**src/rtl/ripple_carry_adder_4bit_pkg.sv**
```systemverilog
// Purpose : shared datapath constants for the small registered adder.
// Latency : n/a (constants only).
// Backpressure: n/a.
package ripple_carry_adder_4bit_pkg;

    // Default operand width; the adder is built and verified at this size.
    localparam int unsigned ADDER_WIDTH = 4;

endpackage

```
**src/rtl/ripple_carry_adder_4bit_full_adder.sv**
```systemverilog
// Purpose : 1-bit full adder, one stage of the ripple chain.
// Latency : combinational, zero cycles.
// Backpressure: none; pure function of its inputs.
// Ports   : a, b, cin -> s (sum bit), cout (carry to next stage).
module full_adder (
    input  logic a,
    input  logic b,
    input  logic cin,
    output logic s,
    output logic cout
);

    logic p;

    // Propagate term is shared by the sum and the carry.
    assign p    = a ^ b;
    assign s    = p ^ cin;
    assign cout = (a & b) | (cin & p);

endmodule

```
**src/rtl/ripple_carry_adder_4bit.sv**
```systemverilog
// Purpose : registered unsigned adder, {cout,sum} = a + b + cin, via ripple chain.
// Latency : 1 cycle; inputs sampled on a rising edge appear after that edge.
// Backpressure: none; accepts new operands every cycle, no handshake.
// Ports   : clk, rst_n (async active-low), a/b/cin operands, sum/cout registered result.
module ripple_carry_adder_4bit
    import ripple_carry_adder_4bit_pkg::*;
#(
    parameter int unsigned WIDTH = ADDER_WIDTH
) (
    input  logic             clk,
    input  logic             rst_n,
    input  logic [WIDTH-1:0] a,
    input  logic [WIDTH-1:0] b,
    input  logic             cin,
    output logic [WIDTH-1:0] sum,
    output logic             cout
);

    // c[i] is the carry into bit i; c[WIDTH] is the carry out of the MSB.
    logic [WIDTH:0]   c;
    logic [WIDTH-1:0] s;

    assign c[0] = cin;

    for (genvar i = 0; i < WIDTH; i++) begin : g_stage
        full_adder u_fa (
            .a    (a[i]),
            .b    (b[i]),
            .cin  (c[i]),
            .s    (s[i]),
            .cout (c[i+1])
        );
    end

    // Output register isolates downstream logic from ripple glitches.
    // Reset clears immediately; any in-flight result is discarded.
    always_ff @(posedge clk or negedge rst_n) begin
        if (!rst_n) begin
            sum  <= '0;
            cout <= 1'b0;
        end else begin
            sum  <= s;
            cout <= c[WIDTH];
        end
    end

endmodule

```
**config.mk**
```make
export PLATFORM = sky130hd
export DESIGN_NAME = ripple_carry_adder_4bit
export DESIGN_NICKNAME = d
export VERILOG_FILES = /design/src/rtl/ripple_carry_adder_4bit_pkg.sv /design/src/rtl/ripple_carry_adder_4bit_full_adder.sv /design/src/rtl/ripple_carry_adder_4bit.sv
export SDC_FILE = /design/constraint.sdc
export NUM_CORES = 1
export LEC_CHECK = 0
export BUFFER_PORTS_ARGS = -buffer_cell sky130_fd_sc_hd__buf_2
export CAP_MARGIN = 30
export CORE_AREA = 5 5 42 44
export DETAILED_ROUTE_END_ITERATION = 10
export DIE_AREA = 0 0 47 49
export HOLD_SLACK_MARGIN = 0.03
export PLACE_DENSITY = 0.41
export SLEW_MARGIN = 20
export SYNTH_ARGS = -nofsm -noshare
export SYNTH_HDL_FRONTEND = slang
export SYNTH_SLANG_ARGS = --single-unit
```
**constraint.sdc**
```tcl
create_clock -name clk -period 0.8 [get_ports clk]
set_clock_uncertainty 0.15 [all_clocks]
set_input_delay 0.08 -clock clk [delete_from_list [all_inputs] [get_ports clk]]
set_output_delay 0.08 -clock clk [all_outputs]
set_load 0.005 [all_outputs]
```
==> impl_metrics.yaml, run 1 <==
worst_hold_path:
  hold-path-cell-count: 2
  min_to: "sum[1]"
  hold_path_class: "in2reg"
  hp-start: "b[1]"
detailed_routing:
  routed_via_density: 3.13
  wl_met1_um: 146
  maxUsedRoutingLayer: "met4"
  wl_um: 427
  wl_met3_um: 61
  antenna_left: 0
  first_pass_iters: 1
  wl_per_cell_um: 7.76
  wl_met2_um: 199
  drc_errors: 0
  drtIter0Drc: 0
  dr_total_vias: 172
global_routing:
  grt_usage_pct: 4.56
  antenna_found_initial: 0
  grt_pass1_wl_um: 690
  grt_max_degree: 6
  grt_pass1_vias: 207
  gr-total-overflow: 0
clocking:
  clock_sinks: 5
  htree_levels: 1
  ctsHoldBuffers: 1
  cts_buffers: 3
  cts_root_buffer: "clkbuf_4"
  cts_buffer_depth: 2
  cts_tree: "built"
  path_clk_slew_ns: 0.04
floorplanning:
  fp.dieH_um: 49
  rows: 14
  die_w_um: 47
  design.die.area_sq_um: 2300
  start_util_pct: 17.3
  core_area_sq_um: 1400
  ios: 16
logic_synthesis:
  postSynthNetCount: 34
  ys_seq_elements: 5
  ys_seq_area_share_pct: 51.5
  ys_types: 3
  synthCells: 19
  yosys_warnings: 0
  netlist_area_sq_um: 243
  avgSynthCellArea_sq_um: 12.8
place:
  place_congestion: 0.567
  place_ws_ns: -1.13
  place_area_sq_um: 365
  place_hpwl_um: 390
  dp.cells: 50
  portBuffers: 15
power:
  total_power_uw: 751
  peakVddDrop_uv: 397
  power_density_nw_per_um2: 1800
  leakage_nw: 0.218
timing:
  fin_crit_ns: 1.62
  min_period_over_period_pct: 203
  hold_slack_ns: 0.00527
  fmax_ghz: 0.616
  relSlewSlack_pct: 93.0
  grt_setup_unrepaired: "true"
  setup_tns_ns: -2.85
  worstMarginPinSlew_ns: 0.105
  setup_violations: 9
  finalHoldViolations: 0
  final.setup.worst_slack_ns: -0.823
  slew_violations: 0
finish:
  fin_cells: 55
  syn_to_final_growth_pct: 72.2
  fin_area_sq_um: 418
  multi_input_area_sq_um: 90.1
  nets: 55
  diodes: 0
  fin_util_pct: 29.8
  seqCellArea_sq_um: 125
  drive_gt1_share_pct: 71.8
  n_fill_cell: 153
critical_path:
  endpoint_kind: "flop"
  worstSetupStartpointType: "input port"
  critPathLaunch: "a[0]"
  cp.arrival_ns: 1.65
  worstSetupPathType: "in2reg"
  required_ns: 0.83
  critPathMaxFanout: 1
status:
  status: "complete, but fails checks"
  violations: "setup timing"
run:
  max_cap_violations: 0
-- final cells by class --
cell class	instances	share of cell area, %
sequential	5	29.9
clock buffer	4	6.29
tap	16	4.79
multi-input combinational	4	21.6
timing repair buffer	16	24.3
inverter	10	13.2
-- repair_timing --
action,in CTS,in global routing
endpoints found under the setup margin,10,9
setup buffers,0,0
pin swaps,0,0
resized for setup,6,0
hold endpoints to repair,7,2
-- power breakdown --
group	switching, mW	internal (mW)	total, mW
combinational	0.0760	0.0876	0.164
clock	0.0971	0.188	0.285
sequential	0.00790	0.295	0.303
total	0.181	0.570	0.751
-- cells in the final DEF, fill, tap and decap left out --
| cell | n |
|---|---|
| inv_12 | 1 |
| fa_2 | 4 |
| clkbuf_4 | 3 |
| inv_6 | 1 |
| buf_8 | 1 |
| inv_2 | 4 |
| dfrtp_1 | 5 |
| dlygate4sd3_1 | 1 |
| buf_6 | 1 |
| clkbuf_1 | 1 |
| inv_1 | 4 |
| buf_2 | 13 |
-- worst max path at each step --
stage	endpoint	slack [ns]
2_1_floorplan	sum[3]	-0.91
3_3_place_gp	sum[3]	-1.11
3_5_place_dp	sum[3]	-1.13
4_1_cts	sum[3]	-0.82
5_1_grt	sum[3]	-0.86
6_report	sum[3]	-0.82
-- cells by family after synthesis --
logic type / synth area share [%]
flops: 51.5
fa+ha+maj: 33.0
buf+inv: 15.5
-- synthesized netlist by cell type --
master / n / area share [%]
inv_1: 10 / 15
fa_1: 4 / 33
dfrtp_1: 5 / 52
-- sequential cells by signal (all words and copies together) (netlist names) --
register	flops
cout	1
sum	4
-- worst max-delay path, stage by stage --
cell and delay [ns]:
buf_8 0.11, inv_12 0.04, fa_2 0.18, inv_2 0.04, fa_2 0.33, fa_2 0.34
inv_2 0.06, fa_2 0.42, inv_1 0.06
-- per-layer routing --
layer	up-vias	track usage, %
met5	-	0
met4	0	8.29
met1	72	4.78
li1	86	-
met3	2	0
met2	12	5.66
Power figures use the tool's default switching activity.
==> inputs of run 2 (changes only) <==
--- a/config.mk
+++ b/config.mk
@@ -5,13 +5,16 @@
 export SDC_FILE = /design/constraint.sdc
 export NUM_CORES = 1
 export LEC_CHECK = 0
+export ABC_AREA = 1
 export BUFFER_PORTS_ARGS = -buffer_cell sky130_fd_sc_hd__buf_2
 export CAP_MARGIN = 30
+export CELL_PAD_IN_SITES_DETAIL_PLACEMENT = 1
+export CELL_PAD_IN_SITES_GLOBAL_PLACEMENT = 1
 export CORE_AREA = 5 5 42 44
 export DETAILED_ROUTE_END_ITERATION = 10
 export DIE_AREA = 0 0 47 49
 export HOLD_SLACK_MARGIN = 0.03
-export PLACE_DENSITY = 0.41
+export PLACE_DENSITY = 0.52
 export SLEW_MARGIN = 20
 export SYNTH_ARGS = -nofsm -noshare
 export SYNTH_HDL_FRONTEND = slang
==> impl_metrics.yaml, run 2 (synthesis results as in run 1) <==
status:
  status: "complete, but fails checks"
  violations: "setup timing"
global_routing:
  grt_pass1_vias: 200
  grt_max_degree: 6
  antenna_found_initial: 0
  gr-total-overflow: 0
  grt_usage_pct: 4.49
  grt_pass1_wl_um: 717
power:
  power_density_nw_per_um2: 1780
  internal-power_uw: 572
  switchingPower_uw: 173
  total_power_uw: 745
  peakVddDrop_uv: 596
  p_sw_share_pct: 23.2
  pwr-share-seq_pct: 40.8
  leakage_nw: 0.217
  power_frac_clock_pct: 36.7
  power_frac_comb_pct: 22.5
finish:
  nets: 55
  regMostFlops: "sum"
  drive_gt1_share_pct: 74.4
  fin_cells: 55
  fin_util_pct: 29.8
  final_common_cell: "buf_2"
  final_cell_mix: "13 x buf_2, 5 x inv_2, 5 x dfrtp_1, 4 x fa_2"
  diodes: 0
  syn_to_final_growth_pct: 72.2
  largest_reg_flops: 4
  reg.largest.list: "sum: 4 flops, cout: 1 flops"
  fin_area_sq_um: 418
timing:
  setup_violations: 10
  fmax_ghz: 0.616
  grt_setup_unrepaired: "true"
  fin_crit_ns: 1.62
  finalHoldViolations: 0
  worstMarginPinSlew_ns: 0.106
  min_period_over_period_pct: 203
  setup_tns_ns: -2.85
  slew_violations: 0
  final.setup.worst_slack_ns: -0.823
  hold_slack_ns: 0.0135
  relSlewSlack_pct: 92.9
critical_path:
  worstSetupStartpointType: "input port"
  worstSetupPathType: "in2reg"
  critPathMaxFanout: 1
  endpoint_kind: "flop"
  required_ns: 0.82
  cp.arrival_ns: 1.65
place:
  dp.cells: 50
  place_ws_ns: -1.12
  place_congestion: 0.589
  place_area_sq_um: 365
  portBuffers: 15
  place_hpwl_um: 418
detailed_routing:
  drc_errors: 0
  drtIter0Drc: 0
  wl_met3_um: 79
  wl_met1_um: 143
  wl_um: 428
  wl_met2_um: 205
  first_pass_iters: 1
  maxUsedRoutingLayer: "met3"
  dr_total_vias: 177
  wl_per_cell_um: 7.78
  routed_via_density: 3.22
  antenna_left: 0
clocking:
  cts_buffers: 3
  cts_root_buffer: "clkbuf_4"
  path_clk_slew_ns: 0.04
  cts_buffer_depth: 2
  cts_tree: "built"
  clock_sinks: 5
  ctsHoldBuffers: 1
  htree_levels: 1
run:
  max_cap_violations: 0
floorplanning:
  start_util_pct: 17.3
  rows: 14
  die_w_um: 47
  design.die.area_sq_um: 2300
  core_area_sq_um: 1400
  ios: 16
  fp.dieH_um: 49
worst_hold_path:
  hold_path_class: "in2reg"
[run 2: power groups by stage]
| stage | clock network [mW] | registers (mW) | logic (mW) |
|---|---|---|---|
| 3_3_place_gp | 0 | 0.305 | 0.154 |
| 6_report | 0.273 | 0.304 | 0.168 |
| 3_5_place_dp | 0 | 0.309 | 0.158 |
| 4_1_cts | 0.288 | 0.305 | 0.172 |
| 5_1_grt | 0.300 | 0.310 | 0.195 |
| 2_1_floorplan | 0 | 0.315 | 0.0558 |
[run 2: per-layer routing]
layer | vias up | global-route usage (%)
li1 | 86 | -
met1 | 79 | 5.01
met2 | 12 | 6.11
met3 | 0 | 0.738
met4 | 0 | 5.53
met5 | - | 0
[run 2: critical path, stage by stage]
cell,delay [ns]
buf_8,0.11
inv_12,0.04
fa_2,0.18
inv_2,0.03
fa_2,0.33
fa_2,0.34
inv_2,0.06
fa_2,0.41
inv_1,0.06
[run 2: worst paths after layout]
kind / from / to / depth (start not counted)
worst max-delay path: a[0] / sum[3] / 9
worst min-delay path: b[1] / sum[1] / 2
max in group asynchronous: rst_n / cout / 2
min in group asynchronous: rst_n / sum[3] / 2
[run 2: final cells by class]
class                           instances  area [sq um]
Fill cell                             167           983
Sequential cell                         5           125
Timing Repair Buffer                   16           101
Multi-Input combinational cell          4          90.1
Inverter                               10          55.1
Clock buffer                            4          26.3
Tap cell                               16          20.0
[run 2: repair_timing]
action                                  CTS  global route
pin swaps                                 0             0
resized for setup                         6             1
setup buffers                             0             0
endpoints found under the setup margin   10            10
hold endpoints to repair                  7             2
